## src/rtl/dmem_arbiter_if.sv

```systemverilog
// Bus bundle between the CPU MEM stage, the DMA/debug loader, the data memory
// and the dmem_arbiter that shares the memory port among them.
interface dmem_arbiter_if;
  logic        cpu_req;
  logic        cpu_we;
  logic [31:0] cpu_addr;
  logic [31:0] cpu_wdata;
  logic        cpu_stall;
  logic        cpu_rvalid;
  logic [31:0] cpu_rdata;
  logic        cpu_err;

  logic        dma_req;
  logic        dma_we;
  logic [31:0] dma_addr;
  logic [31:0] dma_wdata;
  logic        dma_gnt;
  logic        dma_rvalid;
  logic [31:0] dma_rdata;
  logic        dma_err;

  logic        mem_en;
  logic        mem_we;
  logic [31:0] mem_addr;
  logic [31:0] mem_wdata;
  logic [31:0] mem_rdata;

  logic [15:0] stall_count;

  modport slave (
    input  cpu_req, cpu_we, cpu_addr, cpu_wdata,
    input  dma_req, dma_we, dma_addr, dma_wdata,
    input  mem_rdata,
    output cpu_stall, cpu_rvalid, cpu_rdata, cpu_err,
    output dma_gnt, dma_rvalid, dma_rdata, dma_err,
    output mem_en, mem_we, mem_addr, mem_wdata,
    output stall_count
  );

  modport master (
    output cpu_req, cpu_we, cpu_addr, cpu_wdata,
    output dma_req, dma_we, dma_addr, dma_wdata,
    output mem_rdata,
    input  cpu_stall, cpu_rvalid, cpu_rdata, cpu_err,
    input  dma_gnt, dma_rvalid, dma_rdata, dma_err,
    input  mem_en, mem_we, mem_addr, mem_wdata,
    input  stall_count
  );
endinterface

```

## src/rtl/dmem_arbiter.sv

```systemverilog
// Fixed-priority data-memory arbiter (CPU over DMA) with a starvation bound
// that forces the DMA through, plus registered per-requester responses.
module dmem_arbiter #(
  parameter int STARVE_MAX = 4,
  parameter int ADDR_LIMIT = 64
) (
  input  logic           clk,
  input  logic           rst,
  dmem_arbiter_if.slave  bus
);

  localparam logic [3:0]  STARVE_LIM = 4'(STARVE_MAX);
  localparam logic [31:0] ADDR_LIM   = 32'(ADDR_LIMIT);

  logic [3:0]  starve_cnt_q, starve_cnt_d;
  logic [15:0] stall_count_q, stall_count_d;
  logic        cpu_rvalid_q, cpu_rvalid_d;
  logic        cpu_err_q, cpu_err_d;
  logic [31:0] cpu_rdata_q, cpu_rdata_d;
  logic        dma_rvalid_q, dma_rvalid_d;
  logic        dma_err_q, dma_err_d;
  logic [31:0] dma_rdata_q, dma_rdata_d;

  logic        gnt_cpu, gnt_dma;
  logic        cpu_legal, dma_legal, sel_legal;
  logic        sel_we;
  logic [31:0] sel_addr, sel_wdata;
  logic        cpu_stall;

  // Stage 0: zero-cycle grant decision and memory port mux
  always_comb begin
    cpu_legal = (bus.cpu_addr[1:0] == 2'b00) && (bus.cpu_addr < ADDR_LIM);
    dma_legal = (bus.dma_addr[1:0] == 2'b00) && (bus.dma_addr < ADDR_LIM);

    gnt_cpu = 1'b0;
    gnt_dma = 1'b0;
    if (!rst) begin
      if (bus.cpu_req && bus.dma_req) begin
        if (starve_cnt_q == STARVE_LIM) gnt_dma = 1'b1;
        else                            gnt_cpu = 1'b1;
      end else begin
        gnt_cpu = bus.cpu_req;
        gnt_dma = bus.dma_req;
      end
    end
    cpu_stall = bus.cpu_req && gnt_dma;

    sel_we    = 1'b0;
    sel_addr  = 32'd0;
    sel_wdata = 32'd0;
    sel_legal = 1'b0;
    if (gnt_cpu) begin
      sel_we    = bus.cpu_we;
      sel_addr  = bus.cpu_addr;
      sel_wdata = bus.cpu_wdata;
      sel_legal = cpu_legal;
    end else if (gnt_dma) begin
      sel_we    = bus.dma_we;
      sel_addr  = bus.dma_addr;
      sel_wdata = bus.dma_wdata;
      sel_legal = dma_legal;
    end
  end

  assign bus.cpu_stall = cpu_stall;
  assign bus.dma_gnt   = gnt_dma;
  assign bus.mem_en    = sel_legal;
  assign bus.mem_we    = sel_legal && sel_we;
  assign bus.mem_addr  = sel_addr;
  assign bus.mem_wdata = sel_wdata;

  // Stage 0 -> 1: next-state of counters and response registers
  always_comb begin
    starve_cnt_d = starve_cnt_q;
    if (gnt_dma || !bus.dma_req)     starve_cnt_d = 4'd0;
    else if (starve_cnt_q < STARVE_LIM) starve_cnt_d = starve_cnt_q + 4'd1;

    stall_count_d = stall_count_q;
    if (cpu_stall && (stall_count_q != 16'hFFFF)) stall_count_d = stall_count_q + 16'd1;

    cpu_rvalid_d = gnt_cpu && !bus.cpu_we && cpu_legal;
    cpu_err_d    = gnt_cpu && !cpu_legal;
    cpu_rdata_d  = cpu_rvalid_d ? bus.mem_rdata : cpu_rdata_q;

    dma_rvalid_d = gnt_dma && !bus.dma_we && dma_legal;
    dma_err_d    = gnt_dma && !dma_legal;
    dma_rdata_d  = dma_rvalid_d ? bus.mem_rdata : dma_rdata_q;
  end

  always_ff @(posedge clk) begin
    if (rst) begin
      starve_cnt_q  <= 4'd0;
      stall_count_q <= 16'd0;
      cpu_rvalid_q  <= 1'b0;
      cpu_err_q     <= 1'b0;
      cpu_rdata_q   <= 32'd0;
      dma_rvalid_q  <= 1'b0;
      dma_err_q     <= 1'b0;
      dma_rdata_q   <= 32'd0;
    end else begin
      starve_cnt_q  <= starve_cnt_d;
      stall_count_q <= stall_count_d;
      cpu_rvalid_q  <= cpu_rvalid_d;
      cpu_err_q     <= cpu_err_d;
      cpu_rdata_q   <= cpu_rdata_d;
      dma_rvalid_q  <= dma_rvalid_d;
      dma_err_q     <= dma_err_d;
      dma_rdata_q   <= dma_rdata_d;
    end
  end

  assign bus.cpu_rvalid  = cpu_rvalid_q;
  assign bus.cpu_err     = cpu_err_q;
  assign bus.cpu_rdata   = cpu_rdata_q;
  assign bus.dma_rvalid  = dma_rvalid_q;
  assign bus.dma_err     = dma_err_q;
  assign bus.dma_rdata   = dma_rdata_q;
  assign bus.stall_count = stall_count_q;

endmodule
```

## src/flat_wrapper.sv

```systemverilog
// flat-port wrapper written by rule: the top's interface ports become plain ports
module dmem_arbiter_flat 
#(
  parameter int STARVE_MAX = 4,
  parameter int ADDR_LIMIT = 64
)
  (clk, rst, bus_cpu_req, bus_cpu_we, bus_cpu_addr, bus_cpu_wdata, bus_dma_req, bus_dma_we, bus_dma_addr, bus_dma_wdata, bus_mem_rdata, bus_cpu_stall, bus_cpu_rvalid, bus_cpu_rdata, bus_cpu_err, bus_dma_gnt, bus_dma_rvalid, bus_dma_rdata, bus_dma_err, bus_mem_en, bus_mem_we, bus_mem_addr, bus_mem_wdata, bus_stall_count);
  dmem_arbiter_if bus_i ();
  input  logic clk;
  input  logic rst;
  input wire logic [$bits(bus_i.cpu_req)-1:0] bus_cpu_req;
  input wire logic [$bits(bus_i.cpu_we)-1:0] bus_cpu_we;
  input wire logic [$bits(bus_i.cpu_addr)-1:0] bus_cpu_addr;
  input wire logic [$bits(bus_i.cpu_wdata)-1:0] bus_cpu_wdata;
  input wire logic [$bits(bus_i.dma_req)-1:0] bus_dma_req;
  input wire logic [$bits(bus_i.dma_we)-1:0] bus_dma_we;
  input wire logic [$bits(bus_i.dma_addr)-1:0] bus_dma_addr;
  input wire logic [$bits(bus_i.dma_wdata)-1:0] bus_dma_wdata;
  input wire logic [$bits(bus_i.mem_rdata)-1:0] bus_mem_rdata;
  output wire logic [$bits(bus_i.cpu_stall)-1:0] bus_cpu_stall;
  output wire logic [$bits(bus_i.cpu_rvalid)-1:0] bus_cpu_rvalid;
  output wire logic [$bits(bus_i.cpu_rdata)-1:0] bus_cpu_rdata;
  output wire logic [$bits(bus_i.cpu_err)-1:0] bus_cpu_err;
  output wire logic [$bits(bus_i.dma_gnt)-1:0] bus_dma_gnt;
  output wire logic [$bits(bus_i.dma_rvalid)-1:0] bus_dma_rvalid;
  output wire logic [$bits(bus_i.dma_rdata)-1:0] bus_dma_rdata;
  output wire logic [$bits(bus_i.dma_err)-1:0] bus_dma_err;
  output wire logic [$bits(bus_i.mem_en)-1:0] bus_mem_en;
  output wire logic [$bits(bus_i.mem_we)-1:0] bus_mem_we;
  output wire logic [$bits(bus_i.mem_addr)-1:0] bus_mem_addr;
  output wire logic [$bits(bus_i.mem_wdata)-1:0] bus_mem_wdata;
  output wire logic [$bits(bus_i.stall_count)-1:0] bus_stall_count;
  assign bus_i.cpu_req = bus_cpu_req;
  assign bus_i.cpu_we = bus_cpu_we;
  assign bus_i.cpu_addr = bus_cpu_addr;
  assign bus_i.cpu_wdata = bus_cpu_wdata;
  assign bus_i.dma_req = bus_dma_req;
  assign bus_i.dma_we = bus_dma_we;
  assign bus_i.dma_addr = bus_dma_addr;
  assign bus_i.dma_wdata = bus_dma_wdata;
  assign bus_i.mem_rdata = bus_mem_rdata;
  assign bus_cpu_stall = bus_i.cpu_stall;
  assign bus_cpu_rvalid = bus_i.cpu_rvalid;
  assign bus_cpu_rdata = bus_i.cpu_rdata;
  assign bus_cpu_err = bus_i.cpu_err;
  assign bus_dma_gnt = bus_i.dma_gnt;
  assign bus_dma_rvalid = bus_i.dma_rvalid;
  assign bus_dma_rdata = bus_i.dma_rdata;
  assign bus_dma_err = bus_i.dma_err;
  assign bus_mem_en = bus_i.mem_en;
  assign bus_mem_we = bus_i.mem_we;
  assign bus_mem_addr = bus_i.mem_addr;
  assign bus_mem_wdata = bus_i.mem_wdata;
  assign bus_stall_count = bus_i.stall_count;
  dmem_arbiter #(.STARVE_MAX(STARVE_MAX), .ADDR_LIMIT(ADDR_LIMIT)) u_core (.clk(clk), .rst(rst), .bus(bus_i));
endmodule
```

## config.mk

```make
export PLATFORM = sky130hd
export DESIGN_NAME = dmem_arbiter_flat
export DESIGN_NICKNAME = d
export VERILOG_FILES = /design/src/rtl/dmem_arbiter_if.sv /design/src/rtl/dmem_arbiter.sv /design/src/flat_wrapper.sv
export SDC_FILE = /design/constraint.sdc
export NUM_CORES = 1
export LEC_CHECK = 0
export BUFFER_PORTS_ARGS = -buffer_cell sky130_fd_sc_hd__buf_2
export CORE_AREA = 2 2 122 124
export DETAILED_ROUTE_END_ITERATION = 7
export DIE_AREA = 0 0 124 126
export GPL_TIMING_DRIVEN = 0
export PLACE_DENSITY = 0.65
export RECOVER_POWER = 50
export SLEW_MARGIN = 10
export SYNTH_ARGS = -nofsm -noshare
export SYNTH_HDL_FRONTEND = slang
export SYNTH_SLANG_ARGS = --single-unit
```

## constraint.sdc

```tcl
create_clock -name clk -period 2.6 [get_ports clk]
set_clock_uncertainty 0.05 [all_clocks]
set_input_delay 0.65 -clock clk [delete_from_list [all_inputs] [get_ports clk]]
set_output_delay 0.65 -clock clk [all_outputs]
set_load 0.01 [all_outputs]
```

* Word-level counts from Yosys, hierarchy flattened
Cells that the tools add are included.
** Word-level totals
- Register bits :: 88
- Bits in latches :: 0
- Memory bits (writable) :: 0
- ROM bits :: 0
- Input bits :: 166
- Output and inout port bits :: 152
- Logic and storage cells :: 50
- Memories :: 0
** Cells by class
- $add $sub $neg :: 2
- $mul :: 0
- Divide/modulo/power cells :: 0
- Order comparisons :: 3
- Equality and inequality tests :: 2
- Shifts and indexed selects :: 0
- Multiplexer cells :: 14
- Bitwise operators :: 0
- Reductions and logical operators :: 21
** Operators with widths (number)
- 32-bit 2-to-1 mux :: 4
- 32-bit by 7-bit < comparator with 1-bit output (second input constant) :: 2
- 16-bit by 1-bit adder with 16-bit output (second input constant) :: 1
- 16-bit != test (second input constant) :: 1
- 1-bit logical AND :: 12
- 1-bit 2-to-1 mux :: 10
- 1-bit logical NOT :: 5
- 4-bit by 1-bit adder with 4-bit output (second input constant) :: 1
- 4-bit by 3-bit == test with 1-bit output (second input constant) :: 1
- 2-bit logical NOT :: 2
- 4-bit by 3-bit < comparator with 1-bit output (second input constant) :: 1
- 2-bit OR reduction :: 1
- 1-bit logical OR :: 1

* Longest topological paths before layout
- Word-level depth :: 7
- Mapped depth :: 8

* Worst setup path after synthesis
No wires, ideal clock.
- Kind :: input -> output
- Start :: input port rst
- End :: output port bus_mem_wdata[10]
- Data arrival time :: 1.825 ns
- Required time :: 1.900 ns
- Slack :: 0.075 ns
- Stages :: 5
- Path through :: nand2b_1 > a21oi_1 > clkbuf_1 > buf_1 > a22o_1
** On the way
- Word-level cells in the longest chain between the ends :: 3
- Elaborated cells on any way between the ends :: 4
** Ends and longest elaborated chain
- start, declared :: line flat_wrapper.sv:10 : input logic rst;
- 1-bit 2-to-1 mux :: line dmem_arbiter.sv:37 : if (!rst) begin
- 32-bit 2-to-1 mux :: line dmem_arbiter.sv:57 : end else if (gnt_dma) begin
- 32-bit 2-to-1 mux * :: line dmem_arbiter.sv:52 : if (gnt_cpu) begin
- end, declared :: line flat_wrapper.sv:31 : output wire logic [$bits(bus_i.mem_wdata)-1:0] bus_mem_wdata;
Mark *: on every way between the ends. The rest lies on a longest branch, timed or not.

* Final worst setup path
- Start :: register u_core.starve_cnt_q[0]
- End :: output port bus_mem_addr[26]
** On the way
- Word-level cells in the longest chain between the ends :: 6
- Elaborated cells on any way between the ends :: 9
** Ends and longest elaborated chain
- start, declared :: line dmem_arbiter.sv:15 : logic [3:0] starve_cnt_q, starve_cnt_d;
- start signal, assigned :: line dmem_arbiter.sv:101 : starve_cnt_q <= starve_cnt_d;
- 4-bit by 3-bit == test with 1-bit output * :: line dmem_arbiter.sv:39 : if (starve_cnt_q == STARVE_LIM) gnt_dma = 1'b1;
- 1-bit 2-to-1 mux :: line dmem_arbiter.sv:39
- 1-bit 2-to-1 mux :: line dmem_arbiter.sv:38 : if (bus.cpu_req && bus.dma_req) begin
- 1-bit 2-to-1 mux :: line dmem_arbiter.sv:37
- 32-bit 2-to-1 mux :: line dmem_arbiter.sv:57
- 32-bit 2-to-1 mux * :: line dmem_arbiter.sv:52
- end, declared :: line flat_wrapper.sv:30 : output wire logic [$bits(bus_i.mem_addr)-1:0] bus_mem_addr;
Marked as above.

==> flow_summary.html <==
<table>
<tr><th>Metric</th><th>Value</th></tr>
<tr><th colspan="2">Status</th></tr>
<tr><td>Result of the run</td><td>finished, final reports clean</td></tr>
<tr><th colspan="2">Critical path</th></tr>
<tr><td>Required time of the critical path</td><td>1.90 ns</td></tr>
<tr><td>Cell family contributing the most delay on the critical path</td><td>buffers and inverters</td></tr>
<tr><td>Crit Reg-Reg Startpoint</td><td>u_core.bus.stall_count[0]</td></tr>
<tr><td>Critical path endpoint category</td><td>output port</td></tr>
<tr><td>Slowest stage delay, CP</td><td>0.34 ns</td></tr>
<tr><td>Crit-path cells</td><td>inv_2, ha_4, nand4b_1, and2_4, clkbuf_16, buf_6, a22o_1, buf_2</td></tr>
<tr><td>Critical path buffers and inverters</td><td>4</td></tr>
<tr><td>Worst setup endpoint</td><td>bus_mem_addr[26]</td></tr>
<tr><td>Crit. path cell count</td><td>8</td></tr>
<tr><td>Setup slack, reg-to-reg</td><td>0.25 ns</td></tr>
<tr><td>Critical path launch point type</td><td>flop</td></tr>
<tr><td>Critical path startpoint</td><td>u_core.starve_cnt_q[0]</td></tr>
<tr><td>Biggest fanout along the worst timing path</td><td>10</td></tr>
<tr><td>Worst EP arrival</td><td>between 1.5 and 2 ns</td></tr>
<tr><td>Max stage delay cell, worst path</td><td>sky130_fd_sc_hd__dfxtp_2</td></tr>
<tr><td>Worst-case reg-to-reg path depth</td><td>7</td></tr>
<tr><td>Startpoint-to-endpoint class of the critical path</td><td>reg2out</td></tr>
<tr><td>Reg-to-reg endpoint</td><td>u_core.bus.stall_count[1]</td></tr>
<tr><th colspan="2">Flow run</th></tr>
<tr><td>Max-cap violations</td><td>0</td></tr>
<tr><th colspan="2">Floorplan</th></tr>
<tr><td>Core area</td><td>0.01431 sq mm</td></tr>
<tr><td>Number of core rows</td><td>44</td></tr>
<tr><td>Die outline area</td><td>0.01562 sq mm</td></tr>
<tr><td>Initial cell density of the core</td><td>0.3244</td></tr>
<tr><td>Horiz. Die Dim</td><td>124 microns</td></tr>
<tr><td>Die height</td><td>126 microns</td></tr>
<tr><td>Count of boundary I/O pins</td><td>318</td></tr>
<tr><th colspan="2">Synth</th></tr>
<tr><td>Count of synthesis-stage warnings from yosys</td><td>0</td></tr>
<tr><td>Post-synthesis cell type count</td><td>36</td></tr>
<tr><td>FF+latch count, synth</td><td>88</td></tr>
<tr><td>Gate count of the mapped netlist</td><td>549</td></tr>
<tr><td>Avg Cell Area, Syn</td><td>8.458 sq um</td></tr>
<tr><td>Synthesized net count</td><td>around 700</td></tr>
<tr><td>Sequential fraction of the synthesis area</td><td>0.3794</td></tr>
<tr><td>Post-synthesis instance area</td><td>0.004643 sq mm</td></tr>
<tr><th colspan="2">Placed design</th></tr>
<tr><td>GP Congestion</td><td>between 0.9 and 1</td></tr>
<tr><td>Dpl hpwl</td><td>between 15000 and 20000 microns</td></tr>
<tr><td>Buffers added on ports</td><td>317</td></tr>
<tr><td>Pre-CTS WS</td><td>-0.6447 ns</td></tr>
<tr><th colspan="2">STA</th></tr>
<tr><td>Post-layout worst setup margin</td><td>about 0.014 ns</td></tr>
<tr><td>Minimum period implied by the final worst setup slack</td><td>2.586 ns</td></tr>
<tr><td>Accumulated negative setup slack</td><td>0 ns</td></tr>
<tr><td>Setup repair after global routing missed its margin</td><td>yes</td></tr>
<tr><td>Relative max-transition margin</td><td>0.4621</td></tr>
<tr><td>Total count of hold-check failures in the final report</td><td>0</td></tr>
<tr><td>Slew Limit Fails</td><td>0</td></tr>
<tr><td>Count of endpoints failing setup in the final report</td><td>0</td></tr>
<tr><td>Period Utilization, post-route</td><td>0.9947</td></tr>
<tr><td>Fmax achieved</td><td>just under 0.4 GHz</td></tr>
<tr><td>Pin slew with the least headroom to its limit</td><td>0.8020 ns</td></tr>
<tr><th colspan="2">Cells and area</th></tr>
<tr><td>Multi-input combinational cell area</td><td>0.002713 sq mm</td></tr>
<tr><td>Storage element area</td><td>0.001764 sq mm</td></tr>
<tr><td>P&amp;R area growth vs syn</td><td>52.38%</td></tr>
<tr><td>Fill count</td><td>1495</td></tr>
<tr><td>Leading cell type in the layout, fill and taps excluded</td><td>sky130_fd_sc_hd__buf_2</td></tr>
<tr><td>Most used cells in the layout excluding fill and tap cells</td><td>228 x sky130_fd_sc_hd__buf_2, 137 x sky130_fd_sc_hd__clkbuf_1, 86 x sky130_fd_sc_hd__dfxtp_1</td></tr>
<tr><td>Final design utilization</td><td>0.4943</td></tr>
<tr><td>Share of final-layout standard cells stronger than drive strength 1</td><td>0.3438</td></tr>
<tr><td>Fin nets</td><td>about 1100</td></tr>
<tr><th colspan="2">Global routing</th></tr>
<tr><td>Grt ovf</td><td>0</td></tr>
<tr><td>Initial antenna violation count</td><td>2</td></tr>
<tr><td>Via count of the first global-routing pass</td><td>5784</td></tr>
<tr><td>Global-route usage over all layers</td><td>0.2800</td></tr>
<tr><td>Largest net degree at the start of global routing</td><td>16</td></tr>
<tr><td>Wire length of the first global-routing pass</td><td>between 30000 and 40000 microns</td></tr>
<tr><th colspan="2">Detailed routing</th></tr>
<tr><td>Iter 0 DRT Violations</td><td>324</td></tr>
<tr><td>Via count of the routed design</td><td>6151</td></tr>
<tr><td>Number of remaining DRC errors</td><td>0</td></tr>
<tr><td>Routed wire length</td><td>23290 microns</td></tr>
<tr><td>Post-DR vias/cell</td><td>5.722</td></tr>
<tr><td>Antenna-violating nets left</td><td>0</td></tr>
<tr><td>DR pass1 iterations</td><td>5</td></tr>
<tr><td>Wirelength per Cell</td><td>21.66 microns</td></tr>
<tr><th colspan="2">Clock network</th></tr>
<tr><td>Worst-path clk slew</td><td>0.06 ns</td></tr>
<tr><td>Root buf cell</td><td>sky130_fd_sc_hd__clkbuf_16</td></tr>
<tr><td>Source-to-sink clock delay at the later pin of the worst-skew pair</td><td>about 0.34 ns</td></tr>
<tr><td>Number of sinks handled by clock tree synthesis</td><td>88</td></tr>
<tr><td>Level count of the clock H-tree</td><td>3</td></tr>
<tr><td>TritonCTS clock tree</td><td>done</td></tr>
<tr><td>Maximum clock insertion buffer count</td><td>2</td></tr>
<tr><td>Total clock buffers created by CTS</td><td>9</td></tr>
<tr><th colspan="2">Power and ir drop</th></tr>
<tr><td>Pwr/cell area</td><td>around 470 mW/mm^2</td></tr>
<tr><td>Peak supply drop</td><td>between 0.2 and 0.3 mV</td></tr>
<tr><td>Power consumption</td><td>3.315 mW</td></tr>
<tr><td>Leakage power</td><td>2.758 nW</td></tr>
<tr><th colspan="2">Min path</th></tr>
<tr><td>Path type of the worst min-delay path</td><td>reg2reg</td></tr>
</table>
-- state kept, by name, summed over array words and instances (netlist names) --
name                    cells
u_core.bus.dma_err          1
u_core.bus.cpu_rdata       32
u_core.starve_cnt_q         4
u_core.bus.dma_rdata       32
u_core.bus.cpu_err          1
u_core.bus.cpu_rvalid       1
u_core.bus.stall_count     16
u_core.bus.dma_rvalid       1
-- metal layers --
| metal | vias up | share of wire | GRT usage |
|---|---|---|---|
| met2 | 292 | 0.45 | 0.4341 |
| met4 | 0 | 0.031 | 0.1084 |
| met3 | 37 | 0.095 | 0.08786 |
| met1 | 2930 | 0.42 | 0.3619 |
| li1 | 2892 | - | - |
| met5 | - | 0 | 0 |
-- cells in the mapped netlist --
cell,instances,area (sq um)
sky130_fd_sc_hd__a21boi_0,2,15.01
sky130_fd_sc_hd__a211o_2,1,10.01
sky130_fd_sc_hd__clkbuf_1,61,229.0
sky130_fd_sc_hd__dfxtp_1,88,1762
sky130_fd_sc_hd__a22o_1,64,560.5
sky130_fd_sc_hd__nand2b_1,1,6.260
sky130_fd_sc_hd__or3_2,1,7.510
sky130_fd_sc_hd__o22ai_1,1,6.260
sky130_fd_sc_hd__mux2_2,1,11.26
sky130_fd_sc_hd__ha_1,3,37.54
sky130_fd_sc_hd__or3_1,2,12.51
sky130_fd_sc_hd__buf_6,1,11.26
sky130_fd_sc_hd__a21oi_1,82,410.4
sky130_fd_sc_hd__or4_1,12,90.09
sky130_fd_sc_hd__nor2_1,5,18.77
sky130_fd_sc_hd__o21ai_0,4,20.02
sky130_fd_sc_hd__inv_1,8,30.03
sky130_fd_sc_hd__or2_2,1,6.260
sky130_fd_sc_hd__nor2b_1,3,18.77
sky130_fd_sc_hd__nand3b_4,1,20.02
sky130_fd_sc_hd__o31ai_1,76,570.6
sky130_fd_sc_hd__nand4b_1,1,8.760
sky130_fd_sc_hd__nand3_1,13,65.06
sky130_fd_sc_hd__nor3_1,3,15.01
sky130_fd_sc_hd__or4_4,1,11.26
sky130_fd_sc_hd__buf_1,6,22.52
sky130_fd_sc_hd__xnor2_1,1,8.760
sky130_fd_sc_hd__and4_1,4,35.03
sky130_fd_sc_hd__nand3b_1,2,15.01
sky130_fd_sc_hd__a211oi_1,1,7.510
sky130_fd_sc_hd__nand2_1,6,22.52
sky130_fd_sc_hd__buf_2,3,15.01
sky130_fd_sc_hd__and3_1,3,18.77
sky130_fd_sc_hd__and2_1,1,6.260
sky130_fd_sc_hd__nand4_1,71,444.2
sky130_fd_sc_hd__nor4_1,15,93.84
-- report_power, final --
part	total, mW	internal, mW	leakage, nW	switching [mW]
Sequential	1.35	1.35	0.710	0.00153
Combinational	0.499	0.223	1.88	0.276
Clock	1.46	0.903	0.164	0.561
-- per-stage QoR --
stage	hold WS, ns	std cells	cell area, sq um
CTS	0.4160	1065	7034
floorplan	0.4112	549	4643
global route	0.4328	1075	7076
global placement	0.3997	1050	6460
detailed placement	0.4059	1050	6460
finish	0.4172	1075	7076
-- layout make-up --
class,count,area share
clock inverter,5,0.01238
inverter,8,0.004244
timing repair buffer,329,0.2285
buffer,67,0.05358
multi-input combinational,382,0.3834
tap,184,0.03254
clock buffer,11,0.03572
antenna,1,0.0003537
sequential,88,0.2493
-- cell families after synthesis --
family                   after synthesis  share of synthesized area
AO/OA/AOI/OAI                        231                     0.3447
XOR/XNOR                               1                   0.001887
adder cells (fa/ha/maj)                3                   0.008085
buffers and inverters                 79                    0.06629
flip-flops                            88                     0.3794
multiplexers                           1                   0.002425
AND/OR/NAND/NOR                      146                     0.1973
-- what timing repair did --
action | CTS | global route
pin swaps | 7 | 6
gates cloned | 0 | 2
buffers inserted | 3 | 7
hold buffers | 0 | 0
gates resized for setup | 63 | 22
setup endpoints to repair | 67 | 65
-- worst reg2reg max path, cell delays in order (launching register included) --
cell	delay, ns
sky130_fd_sc_hd__dfxtp_1	0.41
sky130_fd_sc_hd__ha_1	0.23
sky130_fd_sc_hd__nand4_1	0.14
sky130_fd_sc_hd__nor4_1	0.50
sky130_fd_sc_hd__clkbuf_1	0.38
sky130_fd_sc_hd__buf_2	0.30
sky130_fd_sc_hd__nand3b_1	0.14
sky130_fd_sc_hd__a21oi_1	0.06
-- worst min path at each step --
stage | from | endpoint | slack, ns | cells after the start
after floorplan | u_core.starve_cnt_q[3] | u_core.starve_cnt_q[3] | 0.41 | 2
after global placement | u_core.bus.cpu_rdata[2] | u_core.bus.cpu_rdata[2] | 0.40 | 2
after detailed placement | u_core.bus.cpu_rdata[2] | u_core.bus.cpu_rdata[2] | 0.41 | 2
after CTS | u_core.bus.cpu_rdata[0] | u_core.bus.cpu_rdata[0] | 0.42 | 2
after global routing | u_core.bus.cpu_rdata[16] | u_core.bus.cpu_rdata[16] | 0.43 | 2
final | u_core.bus.cpu_rdata[0] | u_core.bus.cpu_rdata[0] | 0.42 | 2
No activity file was read; power rests on OpenSTA's default activity.
